[src/rtl/dte_diag_master_if.sv]
// Host-side command/response and EBUS pad signals of the DTE diag-function initiator.
// master: the sequencer; slave: the host command register plus the EBUS board side.
interface dte_diag_master_if;
  logic        fe_req_h;
  logic [6:0]  fe_func_h;
  logic        fe_write_h;
  logic [35:0] fe_wdata_h;
  logic        fe_busy_h;
  logic        fe_done_h;
  logic [35:0] fe_rdata_h;
  logic        fe_par_err_h;
  logic [6:0]  ebus_ds_e_h;
  logic        ebus_diag_strobe_e_h;
  logic        diag_control_func_01x_l;
  logic        ebus_d_oe_h;
  logic [35:0] ebus_d_out_e_h;
  logic [35:0] ebus_d_in_e_h;
  logic        ebus_parity_e_h;
  logic        ebus_parity_active_e_h;

  modport master (
    input  fe_req_h, fe_func_h, fe_write_h, fe_wdata_h,
    input  ebus_d_in_e_h, ebus_parity_e_h, ebus_parity_active_e_h,
    output fe_busy_h, fe_done_h, fe_rdata_h, fe_par_err_h,
    output ebus_ds_e_h, ebus_diag_strobe_e_h, diag_control_func_01x_l,
    output ebus_d_oe_h, ebus_d_out_e_h
  );

  modport slave (
    output fe_req_h, fe_func_h, fe_write_h, fe_wdata_h,
    output ebus_d_in_e_h, ebus_parity_e_h, ebus_parity_active_e_h,
    input  fe_busy_h, fe_done_h, fe_rdata_h, fe_par_err_h,
    input  ebus_ds_e_h, ebus_diag_strobe_e_h, diag_control_func_01x_l,
    input  ebus_d_oe_h, ebus_d_out_e_h
  );
endinterface

[src/rtl/dte_diag_master.sv]
// DTE-side EBUS diag-function initiator: SETUP -> STROBE -> HOLD -> DONE sequencer.
// Optional read parity check enabled by defining DTE_EBUS_PAR_CHK_EN.
module dte_diag_master #(
  parameter int SETUP_CYC  = 3,
  parameter int STROBE_CYC = 4,
  parameter int HOLD_CYC   = 2
) (
  input  logic              clk_dte_h,
  input  logic              mr_reset_l,
  dte_diag_master_if.master bus
);
  localparam int DATA_W = 36;
  // Phase lengths must lie in 1..8 so that LEN-1 fits the 3-bit counter.
  localparam logic [2:0] SETUP_LD  = 3'(SETUP_CYC - 1);
  localparam logic [2:0] STROBE_LD = 3'(STROBE_CYC - 1);
  localparam logic [2:0] HOLD_LD   = 3'(HOLD_CYC - 1);

  typedef enum logic [2:0] {
    ST_IDLE,
    ST_SETUP,
    ST_STROBE,
    ST_HOLD,
    ST_DONE
  } state_t;

  state_t            state_q, state_d;
  logic [2:0]        cnt_q, cnt_d;
  logic              accept, capture;

  logic              busy_q, done_q, strobe_q, oe_q, f01x_l_q, write_q;
  logic [6:0]        ds_q;
  logic [DATA_W-1:0] d_out_q, rdata_q;

  always_ff @(posedge clk_dte_h or negedge mr_reset_l) begin
    if (!mr_reset_l) begin
      state_q <= ST_IDLE;
      cnt_q   <= 3'd0;
    end else begin
      state_q <= state_d;
      cnt_q   <= cnt_d;
    end
  end

  always_comb begin
    state_d = state_q;
    cnt_d   = cnt_q;
    accept  = 1'b0;
    capture = 1'b0;
    case (state_q)
      ST_IDLE: begin
        if (bus.fe_req_h) begin
          state_d = ST_SETUP;
          cnt_d   = SETUP_LD;
          accept  = 1'b1;
        end
      end
      ST_SETUP: begin
        if (cnt_q == 3'd0) begin
          state_d = ST_STROBE;
          cnt_d   = STROBE_LD;
        end else begin
          cnt_d = cnt_q - 3'd1;
        end
      end
      ST_STROBE: begin
        if (cnt_q == 3'd0) begin
          state_d = ST_HOLD;
          cnt_d   = HOLD_LD;
          capture = !write_q;
        end else begin
          cnt_d = cnt_q - 3'd1;
        end
      end
      ST_HOLD: begin
        if (cnt_q == 3'd0) begin
          state_d = ST_DONE;
        end else begin
          cnt_d = cnt_q - 3'd1;
        end
      end
      ST_DONE: state_d = ST_IDLE;
      default: state_d = ST_IDLE;
    endcase
  end

  // Pad and host outputs are registered from the next state, so every pad
  // changes on a clock edge and the host inputs never reach a pad combinationally.
  always_ff @(posedge clk_dte_h or negedge mr_reset_l) begin
    if (!mr_reset_l) begin
      busy_q   <= 1'b0;
      done_q   <= 1'b0;
      strobe_q <= 1'b0;
      oe_q     <= 1'b0;
      f01x_l_q <= 1'b1;
      write_q  <= 1'b0;
      ds_q     <= '0;
      d_out_q  <= '0;
      rdata_q  <= '0;
    end else begin
      busy_q   <= (state_d != ST_IDLE);
      done_q   <= (state_d == ST_DONE);
      strobe_q <= (state_d == ST_STROBE);
      if (accept) begin
        ds_q     <= bus.fe_func_h;
        write_q  <= bus.fe_write_h;
        oe_q     <= bus.fe_write_h;
        d_out_q  <= bus.fe_write_h ? bus.fe_wdata_h : '0;
        f01x_l_q <= (bus.fe_func_h[6:3] != 4'b0001);
      end else if (state_d == ST_DONE) begin
        ds_q     <= '0;
        oe_q     <= 1'b0;
        d_out_q  <= '0;
        f01x_l_q <= 1'b1;
      end
      if (capture) begin
        rdata_q <= bus.ebus_d_in_e_h;
      end
    end
  end

`ifdef DTE_EBUS_PAR_CHK_EN
  function automatic logic parity_is_odd(input logic [DATA_W-1:0] d, input logic p);
    return ^{d, p};
  endfunction

  logic par_err_q;

  always_ff @(posedge clk_dte_h or negedge mr_reset_l) begin
    if (!mr_reset_l) begin
      par_err_q <= 1'b0;
    end else if (accept) begin
      par_err_q <= 1'b0;
    end else if (capture && bus.ebus_parity_active_e_h &&
                 !parity_is_odd(bus.ebus_d_in_e_h, bus.ebus_parity_e_h)) begin
      par_err_q <= 1'b1;
    end
  end

  assign bus.fe_par_err_h = par_err_q;
`else
  logic unused_par;
  assign unused_par       = bus.ebus_parity_e_h ^ bus.ebus_parity_active_e_h;
  assign bus.fe_par_err_h = 1'b0;
`endif

  assign bus.fe_busy_h               = busy_q;
  assign bus.fe_done_h               = done_q;
  assign bus.fe_rdata_h              = rdata_q;
  assign bus.ebus_ds_e_h             = ds_q;
  assign bus.ebus_diag_strobe_e_h    = strobe_q;
  assign bus.diag_control_func_01x_l = f01x_l_q;
  assign bus.ebus_d_oe_h             = oe_q;
  assign bus.ebus_d_out_e_h          = d_out_q;
endmodule
[src/flat_wrapper.sv]
// flat-port wrapper written by rule: the top's interface ports become plain ports
module dte_diag_master_flat 
#(
  parameter int SETUP_CYC  = 3,
  parameter int STROBE_CYC = 4,
  parameter int HOLD_CYC   = 2
)
  (clk_dte_h, mr_reset_l, bus_fe_req_h, bus_fe_func_h, bus_fe_write_h, bus_fe_wdata_h, bus_ebus_d_in_e_h, bus_ebus_parity_e_h, bus_ebus_parity_active_e_h, bus_fe_busy_h, bus_fe_done_h, bus_fe_rdata_h, bus_fe_par_err_h, bus_ebus_ds_e_h, bus_ebus_diag_strobe_e_h, bus_diag_control_func_01x_l, bus_ebus_d_oe_h, bus_ebus_d_out_e_h);
  dte_diag_master_if bus_i ();
  input  logic clk_dte_h;
  input  logic mr_reset_l;
  input wire logic [$bits(bus_i.fe_req_h)-1:0] bus_fe_req_h;
  input wire logic [$bits(bus_i.fe_func_h)-1:0] bus_fe_func_h;
  input wire logic [$bits(bus_i.fe_write_h)-1:0] bus_fe_write_h;
  input wire logic [$bits(bus_i.fe_wdata_h)-1:0] bus_fe_wdata_h;
  input wire logic [$bits(bus_i.ebus_d_in_e_h)-1:0] bus_ebus_d_in_e_h;
  input wire logic [$bits(bus_i.ebus_parity_e_h)-1:0] bus_ebus_parity_e_h;
  input wire logic [$bits(bus_i.ebus_parity_active_e_h)-1:0] bus_ebus_parity_active_e_h;
  output wire logic [$bits(bus_i.fe_busy_h)-1:0] bus_fe_busy_h;
  output wire logic [$bits(bus_i.fe_done_h)-1:0] bus_fe_done_h;
  output wire logic [$bits(bus_i.fe_rdata_h)-1:0] bus_fe_rdata_h;
  output wire logic [$bits(bus_i.fe_par_err_h)-1:0] bus_fe_par_err_h;
  output wire logic [$bits(bus_i.ebus_ds_e_h)-1:0] bus_ebus_ds_e_h;
  output wire logic [$bits(bus_i.ebus_diag_strobe_e_h)-1:0] bus_ebus_diag_strobe_e_h;
  output wire logic [$bits(bus_i.diag_control_func_01x_l)-1:0] bus_diag_control_func_01x_l;
  output wire logic [$bits(bus_i.ebus_d_oe_h)-1:0] bus_ebus_d_oe_h;
  output wire logic [$bits(bus_i.ebus_d_out_e_h)-1:0] bus_ebus_d_out_e_h;
  assign bus_i.fe_req_h = bus_fe_req_h;
  assign bus_i.fe_func_h = bus_fe_func_h;
  assign bus_i.fe_write_h = bus_fe_write_h;
  assign bus_i.fe_wdata_h = bus_fe_wdata_h;
  assign bus_i.ebus_d_in_e_h = bus_ebus_d_in_e_h;
  assign bus_i.ebus_parity_e_h = bus_ebus_parity_e_h;
  assign bus_i.ebus_parity_active_e_h = bus_ebus_parity_active_e_h;
  assign bus_fe_busy_h = bus_i.fe_busy_h;
  assign bus_fe_done_h = bus_i.fe_done_h;
  assign bus_fe_rdata_h = bus_i.fe_rdata_h;
  assign bus_fe_par_err_h = bus_i.fe_par_err_h;
  assign bus_ebus_ds_e_h = bus_i.ebus_ds_e_h;
  assign bus_ebus_diag_strobe_e_h = bus_i.ebus_diag_strobe_e_h;
  assign bus_diag_control_func_01x_l = bus_i.diag_control_func_01x_l;
  assign bus_ebus_d_oe_h = bus_i.ebus_d_oe_h;
  assign bus_ebus_d_out_e_h = bus_i.ebus_d_out_e_h;
  dte_diag_master #(.SETUP_CYC(SETUP_CYC), .STROBE_CYC(STROBE_CYC), .HOLD_CYC(HOLD_CYC)) u_core (.clk_dte_h(clk_dte_h), .mr_reset_l(mr_reset_l), .bus(bus_i));
endmodule
[config.mk]
export PLATFORM = sky130hd
export DESIGN_NAME = dte_diag_master_flat
export DESIGN_NICKNAME = d
export VERILOG_FILES = /design/src/rtl/dte_diag_master_if.sv /design/src/rtl/dte_diag_master.sv /design/src/flat_wrapper.sv
export SDC_FILE = /design/constraint.sdc
export NUM_CORES = 1
export LEC_CHECK = 0
export BUFFER_PORTS_ARGS = -buffer_cell sky130_fd_sc_hd__buf_2
export CAP_MARGIN = 10
export CORE_MARGIN = 2
export CORE_UTILIZATION = 50
export CTS_CLUSTER_DIAMETER = 40
export DETAILED_ROUTE_END_ITERATION = 8
export GPL_TIMING_DRIVEN = 0
export PLACE_DENSITY = 0.95
export SLEW_MARGIN = 10
export SYNTH_ARGS = -nofsm -noshare
export SYNTH_HDL_FRONTEND = slang
export SYNTH_SLANG_ARGS = --single-unit
[constraint.sdc]
create_clock -name clk_dte_h -period 5.6 [get_ports clk_dte_h]
set_input_delay 0.28 -clock clk_dte_h [delete_from_list [all_inputs] [get_ports clk_dte_h]]
set_output_delay 0.28 -clock clk_dte_h [all_outputs]
set_load 0.02 [all_outputs]
==> results of run 1 <==
==> where the power goes <==
part           switching, mW  internal, mW  total (mW)
Combinational          0.764         0.611        1.38
Sequential             0.174         0.973        1.15
Clock                  0.224         0.221       0.446
Total                   1.16          1.81        2.97
==> repair_timing <==
action	in CTS	in global routing
hold endpoints to repair	50	0
setup buffers	0	0
hold buffers	1	0
==> routing by layer <==
metal  track usage [%]  up-vias  routed length (um)  part of all wire [%]
met5                 0        -                   0                     0
met4             8.141        0                  73                  0.91
met3             3.970        7                 559                   6.9
met2             33.54      114                4010                    50
met1             25.55     1233                3423                    42
li1                  -     1210                   -                     -
==> Yosys cell counts, drive strengths merged, types with 2 or more instances <==
cell type,number
dfrtp,90
a22o,43
mux2,37
buf,12
nor2,12
a21oi,6
clkbuf,6
inv,4
a21o,2
ha,2
mux2i,2
nand2b,2
nand3b,2
nor3,2
==> final cells by class <==
class                   instances  area share [%]
well taps                      99           2.565
clock inverters                 5           1.244
multi-input cells             123           24.79
inverters                       4          0.3109
repair buffers                168           17.88
flip-flops and latches         91           47.18
plain buffers                  18           3.109
clock buffers                  11           2.927
==> worst reg2reg max path, stage by stage (launching register included) <==
cell                       delay (ns)
sky130_fd_sc_hd__dfrtp_1         0.40
sky130_fd_sc_hd__inv_1           0.09
sky130_fd_sc_hd__ha_1            0.25
sky130_fd_sc_hd__nand2b_4        0.06
sky130_fd_sc_hd__buf_6           0.13
sky130_fd_sc_hd__or4_4           0.47
sky130_fd_sc_hd__buf_6           0.17
sky130_fd_sc_hd__buf_12          0.16
sky130_fd_sc_hd__mux2_4          0.30
==> logic make-up (layout without fill, tap and decap cells) <==
logic type,Yosys count,in the layout,share of synthesized area (%)
XOR/XNOR,1,1,0.2406
AND/OR/NAND/NOR,26,26,4.467
AO/OA/AOI/OAI,54,54,12.30
buffers and inverters,22,206,4.536
other,1,1,0.1030
adder cells (fa/ha/maj),2,2,0.6872
multiplexers,39,39,15.09
flip-flops,91,91,62.58
==> metrics by stage <==
stage	cells	hold slack [ns]	worst slack (ns)
finish	519	0.1160	3.438
global route	519	0.1125	3.383
CTS	519	0.1008	3.432
detailed placement	502	0.3471	3.457
global placement	501	0.4510	3.511
floorplan	236	-0.01559	3.586
==> worst paths after layout <==
kind / from / to / slack (ns) / depth (start not counted)
setup / recovery: u_core.cnt_q[0]$_DFFE_PN0P_ / u_core.bus.fe_rdata_h[20]$_DFFE_PN0P_ / 3.44 / 8
max in group asynchronous: mr_reset_l / u_core.bus.diag_control_func_01x_l$_DFFE_PN1P_ / 4.40 / 3
hold reg to reg: u_core.bus.diag_control_func_01x_l$_DFFE_PN1P_ / u_core.bus.diag_control_func_01x_l$_DFFE_PN1P_ / 0.47 / 2
setup reg to reg: u_core.cnt_q[0]$_DFFE_PN0P_ / u_core.bus.fe_rdata_h[20]$_DFFE_PN0P_ / 3.44 / 8
hold / removal: bus_fe_func_h[3] / u_core.bus.diag_control_func_01x_l$_DFFE_PN1P_ / 0.12 / 2
min in group asynchronous: mr_reset_l / u_core.bus.fe_rdata_h[11]$_DFFE_PN0P_ / 0.50 / 2
==> sequential cells by signal (all words and copies together) (netlist names) <==
register / count
u_core.bus.fe_rdata_h: 36
u_core.bus.ebus_d_oe_h: 1
u_core.bus.diag_control_func_01x_l: 1
u_core.state_q: 3
u_core.cnt_q: 3
u_core.bus.fe_busy_h: 1
u_core.bus.ebus_d_out_e_h: 36
u_core.write_q: 1
u_core.bus.ebus_ds_e_h: 7
u_core.bus.fe_done_h: 1
u_core.bus.ebus_diag_strobe_e_h: 1
==> flow_results.org, run 1 <==
** Outcome
- Status :: finished clean

** STA
- Setup Viol. Count Final :: 0
- Worst clock skew on the final layout :: 0.01045 ns
- Setup repair after global routing left no endpoint under its margin.
- At the pin with the least slew margin, the transition time is 0.6339 ns.
- Final number of max-transition violations :: 0
- After layout, the minimum clock period comes to roughly 2.2 ns.
- In the finished design, the share of the clock period the worst path needs comes to roughly two fifths.
- Hold Violations, Final :: 0
- Relative slew margins :: between 50 and 60%
- Based on the critical path, the design can be clocked at up to 0.4625 GHz.
- Setup TNS :: 0 ns

** Synth
- Number of standard cells after synthesis :: around 240
- Dominant cell type by area after synthesis :: sky130_fd_sc_hd__dfrtp_1
- During synthesis, Yosys emitted a total of 0 warnings.
- Yosys mapped the design onto 33 distinct sky130hd cell types.
- Leading cell types by total area after synthesis :: sky130_fd_sc_hd__dfrtp_1 62%, sky130_fd_sc_hd__mux2_4 12%, sky130_fd_sc_hd__a22o_1 10%
- Of all flip-flops after synthesis, the portion carrying an async set or reset was 100.0%.
- Post-Synthesis Cell Area :: roughly 3600 um2
- Count of state elements after synthesis :: 91
- For this run, the register share of the synthesized area comes to a little over three fifths.
- Fraction of post-synthesis cell area in the top cell type by area :: approximately three fifths
- Averaged over all synthesized cells, the footprint is approximately 15 um2.
- The most used flip-flop cell after synthesis is sky130_fd_sc_hd__dfrtp_1.
- Syn Nets :: 323
- Count of flip-flops with a built-in enable after synthesis :: 0

** Floorplan
- Initial cell density of the core :: approximately half
- Die boundary width :: 89.34 um
- Cell row count :: 31
- For this design the top-level I/O count stands at 170.
- Core area :: between 7000 and 8000 um2
- Die footprint :: around 8000 um2
- Die Y-Extent :: just under 90 um

** Worst setup path
- Launching element type of the critical path :: register
- By startpoint and endpoint, the worst setup path is classified as register to register.
- The critical path contains buffers and inverters numbering 4 combined.
- Largest fanout on the critical path :: 10
- Arrival time at the worst endpoint :: between 2 and 2.5 ns
- The signal on the critical path passes through inv_1, ha_1, nand2b_4, buf_6, or4_4, buf_6, buf_12, mux2_4.
- Top Family by Delay on Critical Path :: buffers and inverters
- Highest-delay cell along the critical path :: sky130_fd_sc_hd__or4_4
- Worst stage delay on the critical path :: 0.47 ns
- The most numerous cell type found on the critical path is sky130_fd_sc_hd__buf_6.
- Required time at the endpoint of the critical path :: just under 6 ns
- STA classifies the critical path endpoint as a register.

** Power
- Final Total Pwr :: around 3.0 mW
- Power spread over the standard cell area amounts to slightly above 600 nW/um2.
- Leakage power of the design :: between 2 and 3 nW
- Worst ir drop on vdd :: between 0.3 and 0.4 mV

** Global route
- Number of global-route vias before repair :: approximately 2.6k
- After global routing the overflow that remains totals 0.
- Wire length of the first global-routing pass :: 12100 um
- The initial antenna violation count is 0.
- Global routing usage summed across all routing layers :: 20.01%
- Pin count of the biggest net entering global routing :: between 50 and 60

** Min path
- In this run the worst hold path is classified as input port to register.

** Finish
- The multi-input combinational cells in the finished layout cover a total of between 1000 and 1500 um2.
- Cells with a size suffix above 1 make up between 50% and 60% of the layout.
- In the final layout, flip-flops and latches occupy 2278 um2.
- Number of antenna diodes :: 0
- The top cell types in the final layout, fill and taps aside, are 168 x sky130_fd_sc_hd__buf_2, 90 x sky130_fd_sc_hd__dfrtp_1, 43 x sky130_fd_sc_hd__a22o_1.
- Core Util, Final :: 67.67%
- Leaving out fill and tap cells, the most frequent cell in the layout is sky130_fd_sc_hd__buf_2.
- Total number of nets in the final design :: around 500
- Post-Layout Inst Area :: just under 5000 um2
- Counting the fill cells in the layout gives 547.
- From synthesis to final layout, the design area changed by 32.65%.

** Routing
- Once detail routing completed, the nets flagged for antenna violations numbered 0.
- Wires add up to around 8100 um.
- DRC violations left :: 0
- The routed layout has roughly 2.6k vias.
- Detailed-routing iteration count for the pre-antenna-repair pass :: 4
- Number of vias per cell :: 4.940
- Initial drt markers :: 50
- In the final routed layout, each cell accounts on average for 15.54 um.

** Clock tree
- Number of buffers between clock root and the deepest sink :: 2
- The H-tree generated during clock tree synthesis spans 3 levels.
- The number of clock buffers added by TritonCTS is 9.
- Cts repair resizes :: 0
- Clock-pin slew was measured on the worst setup and hold paths at 0.09 ns.
- Clock root buffer master :: sky130_fd_sc_hd__clkbuf_8
- Clock tree from TritonCTS :: yes
- Insertion delay to the later sink of the worst-skew pair :: 0.34 ns
- Num Clock Sinks :: between 90 and 100

** Placed design
- The congestion estimate from routability-driven global placement came to 0.7858.
- During placement, the flow inserted port buffers numbering approximately 170.
- The placed instances occupy a cell area of 4618 um2.
- Final HPWL DP :: just over 6000 um

** Flow run
- The tool flagged a number of max-cap violations equal to 0.
Power figures use the tool's default switching activity.
==> inputs of run 2 (changes only) <==
Settings changed: ABC_AREA from default to 1, CORE_UTILIZATION 50 to 43, PLACE_DENSITY 0.95 to 0.86.
Clock period 5.6 ns to 1.8 ns, I/O delays scaled along.
==> run 2 against run 1 <==
  * Critical path depth unchanged
  * Via count increased by 55%
  * Critical endpoint is now u_core.bus.fe_rdata_h[10]$_DFFE_PN0P_
  * Die area up 28%
  * Utilization decreased by 0.80 points
  * First-iteration DRC count grew to 3.5 times the previous value
  * Highest routed layer unchanged
  * Largest cell class unchanged
  * Sequential power rose to 3.0 times the previous value
  * Global-route usage is 3.7 points higher
  * Hold slack got worse by 0.097 ns
  * Total power grew to 3.2 times the previous value
  * Non-clock buffer count rose by 86
  * Synthesized area rose by 12%
==> flow_results.org, run 2 <==
** Clock tree
- Insertion delay to the later sink of the worst-skew pair :: ~0.35 ns
- In this run the deepest clock path goes through 2 buffers.
- Clock tree from TritonCTS :: yes
- In this run, CTS created clock tree buffers numbering 9.
- Clock tree synthesis selected as its root buffer the cell sky130_fd_sc_hd__clkbuf_8.
- Clock-pin slew reported for the worst setup and hold paths after clock tree synthesis :: roughly 0.1 ns
- CTS H-tree lvls :: 3
- Counting every sink on the clock net gives around 90.

** Flow run
- Across the run, the number of max-cap violations was 0.

** Placed design
- Number of buffers added on ports :: 166
- Prior to clock tree synthesis, the placed netlist has a worst setup slack of roughly 0.12 ns.
- Once detailed placement completed, the half-perimeter wirelength came to roughly 7400 um.
- Area after detailed placement :: around 5000 um2
- Last weighted congestion value of the routability-driven placer :: around 0.94

** Finish
- The post-route netlist has around 39% of its cells at a drive strength greater than 1.
- Number of antenna diodes :: 0
- The layout has about 640 filler cells.
- At the end of the flow, the number of nets in the layout was roughly 780.
- The library cells used most frequently in the layout, excluding fill and tap cells, are 165 x sky130_fd_sc_hd__buf_2, 128 x sky130_fd_sc_hd__nand2_1, 90 x sky130_fd_sc_hd__dfrtp_1.
- Core Util, Final :: 66.87%
- Most common cell after layout, fill and taps aside :: sky130_fd_sc_hd__buf_2
- Post-Layout Inst Area :: 6150 um2
- The area growth from synthesis to layout is 51.46%.

** STA
- Of the available clock period, the critical path in the final layout requires between 90% and 100%.
- Worst clock skew on the final layout :: 0.01480 ns
- Setup WS post-layout :: between 0.05 and 0.06 ns
- Setup TNS :: 0 ns
- Static timing analysis puts the maximum clock frequency at between 0.5 and 0.6 GHz.
- Setup violations remaining at the end of the flow were counted as 0.
- The worst path in the final design needs a cycle of around 1.7 ns, including I/O delays and setup.
- Relative slew margins :: about three fifths
- At the pin with the least slew margin, the transition time is 0.6038 ns.
- Final number of max-transition violations :: 0
- The final number of hold-violating endpoints was 0.
- Final Hold Slack :: between 0.015 and 0.02 ns

** Floorplan
- Cell row count :: 35
- Die footprint :: 10240 um2
- The die is 101.2 um tall.
- Die boundary width :: 101.2 um
- Number of top-level pins :: 170
- The floorplan step defined a core boundary enclosing 9196 um2.
- Initial cell density of the core :: roughly 44%

** Power
- Dividing total power by cell area gives a power density of between 1500 and 2000 nW/um2.
- Worst ir drop on vdd :: 0.8401 mV
- Summed over all cells, the static leakage comes to about 3.5 nW.

** Routing
- In the routed design, unresolved DRC markers number 0.
- Summing over every cut layer, the via total after detailed routing is between 3k and 4k.
- The first detailed-routing pass took 4 iterations.
- Post-detailed-routing wire length :: approximately 12000 um
- Routed length per placed instance :: about 15 um
- The count of nets left with antenna violations once routing finished came out at 0.
- For this block, the initial DRC count from the detailed router was 175.
- Number of vias per cell :: a little under 5

** Synth
- Leading cell types by total area after synthesis :: sky130_fd_sc_hd__dfrtp_1 55%, sky130_fd_sc_hd__nand2_1 12%, sky130_fd_sc_hd__o21ai_2 7.8%
- A synthesized cell averages ~9.5 um2.
- Leading register cell type out of synthesis :: sky130_fd_sc_hd__dfrtp_1
- Share of the yosys chip area belonging to registers :: about 56%
- The number of different library cells used by synthesis comes to 26.
- During synthesis, Yosys emitted a total of 0 warnings.
- Most common cell in the synthesized netlist :: sky130_fd_sc_hd__nand2_1
- Counting flops with an async set or reset pin after synthesis yields a share of 100.0%.
- The commonest cells after synthesis are 129 x sky130_fd_sc_hd__nand2_1, 90 x sky130_fd_sc_hd__dfrtp_1, 54 x sky130_fd_sc_hd__nand3_1.
- Syn Nets :: roughly 500
- Count of flip-flops with a built-in enable after synthesis :: 0
- Count of state elements after synthesis :: 91
- In the synthesized netlist, the number of instances is 428.
- Dominant cell type by area after synthesis :: sky130_fd_sc_hd__dfrtp_1
- The synthesized design devotes to its leading area cell type between 50 and 60% of total area.
- The mapped netlist covers between 4000 and 5000 um2.

** Worst setup path
- Sort of element at the end of the critical path :: register
- The signal on the critical path passes through inv_1, ha_4, inv_1, nor2_4, buf_6, nand4_4, clkbuf_16, o21ai_2.
- STA puts the critical path data required time at 2.08 ns.
- The cell family contributing the most delay on the critical path is buffers and inverters.
- Largest fanout on the critical path :: 8
- Launching element type of the critical path :: register
- Arrival time at the worst endpoint :: 2.03 ns
- Minimum setup slack among reg-to-reg paths :: between 0.05 and 0.06 ns
- By startpoint and endpoint, the worst setup path is classified as register to register.
- Among the stages of the critical path, the cell type that occurs most often is sky130_fd_sc_hd__inv_1.
- The slowest stage of the critical path is the sky130_fd_sc_hd__dfrtp_1 cell.
- Worst stage delay on the critical path :: about 0.37 ns
- Worst path bufs/invs :: 4

** Global route
- Across every metal layer, demand over resource in global routing totals a little under a quarter.
- Total gr overflow :: 0
- Pin count of the biggest net entering global routing :: 47
- Number of global-route vias before repair :: about 4k
- The first global-routing pass estimated roughly 19000 um of wire.
- The initial antenna violation count was 0.

** Min path
- Class of the most critical hold timing path :: input port to register

** Outcome
- Status :: finished clean
==> run 2: cell count changes after synthesis, moves of 9 or more <==
cell / previous run / this run
sky130_fd_sc_hd__a22o_1: 43 / 0
sky130_fd_sc_hd__mux2_4: 30 / 0
sky130_fd_sc_hd__nand2_2: 0 / 14
sky130_fd_sc_hd__nand2_1: 1 / 129
sky130_fd_sc_hd__o21ai_2: 0 / 36
sky130_fd_sc_hd__buf_6: 2 / 11
sky130_fd_sc_hd__nand3_1: 0 / 54
sky130_fd_sc_hd__inv_1: 4 / 53
==> run 2: kinds of logic (layout without fill, tap and decap cells) <==
family | after synthesis | count (layout) | share of synthesized area [%]
AND/OR/NAND/NOR | 212 | 213 | 23.42
other | 1 | 1 | 0.09236
flip-flops | 91 | 91 | 56.12
adder cells (fa/ha/maj) | 2 | 2 | 0.6162
AO/OA/AOI/OAI | 44 | 44 | 8.752
buffers and inverters | 78 | 345 | 11.00
==> run 2: worst paths after layout <==
check	start	end	depth (start not counted)
max	u_core.cnt_q[1]$_DFFE_PN0P_	u_core.bus.fe_rdata_h[10]$_DFFE_PN0P_	8
min	bus_fe_write_h	u_core.bus.ebus_d_oe_h$_DFFE_PN0P_	3
max reg2reg	u_core.cnt_q[1]$_DFFE_PN0P_	u_core.bus.fe_rdata_h[10]$_DFFE_PN0P_	8
min reg2reg	u_core.bus.fe_rdata_h[4]$_DFFE_PN0P_	u_core.bus.fe_rdata_h[4]$_DFFE_PN0P_	2
max in group asynchronous	mr_reset_l	u_core.bus.diag_control_func_01x_l$_DFFE_PN1P_	3
min in group asynchronous	mr_reset_l	u_core.bus.ebus_ds_e_h[5]$_DFFE_PN0P_	2
==> run 2: layer usage <==
metal / global-route usage (%) / routed length [um] / vias to the layer above
li1: - / - / 1859
met3: 5.728 / 929 / 26
met1: 28.32 / 5053 / 1899
met2: 41.67 / 6236 / 192
met4: 8.836 / 221 / 0
met5: 0 / 0 / -
==> run 2: per-stage QoR <==
step	cells	total power, mW
final	807	9.399
after global routing	807	10.02
after CTS	802	9.102
after detailed placement	706	7.713
after global placement	705	7.514
after floorplan	428	6.270
==> run 2: power breakdown <==
part,internal (mW),switching (mW),leakage [nW]
Sequential,2.90,0.526,1.14
Combinational,1.77,2.97,2.26
Clock,0.511,0.724,0.0762
==> run 2: what timing repair did <==
action,4_1_cts,5_1_grt
setup buffers,0,2
hold endpoints to repair,124,0
hold buffers,80,0
resized for setup,0,9
setup endpoints to repair,0,15
==> run 2: final cells by class <==
class / count / area [um2] / area share [%]
buffer: 21 / 235.2 / 3.825
clock buffer: 11 / 131.4 / 2.136
clock inverter: 5 / 40.04 / 0.6511
inverter: 57 / 224.0 / 3.642
multi-input combinational: 260 / 1371 / 22.30
sequential: 91 / 2278 / 37.05
tap: 111 / 138.9 / 2.258
timing repair buffer: 251 / 1730 / 28.14
==> run 2: worst reg2reg max path, delay by kind of cell, from the launching register on <==
| kind | cells | cell delay (ns) |
|---|---|---|
| and+or+nand+nor | 2 | 0.45 |
| adders and majority gates | 1 | 0.16 |
| buffers and inverters | 4 | 0.59 |
| DFF | 1 | 0.37 |
| AOI/OAI and AO/OA | 1 | 0.12 |
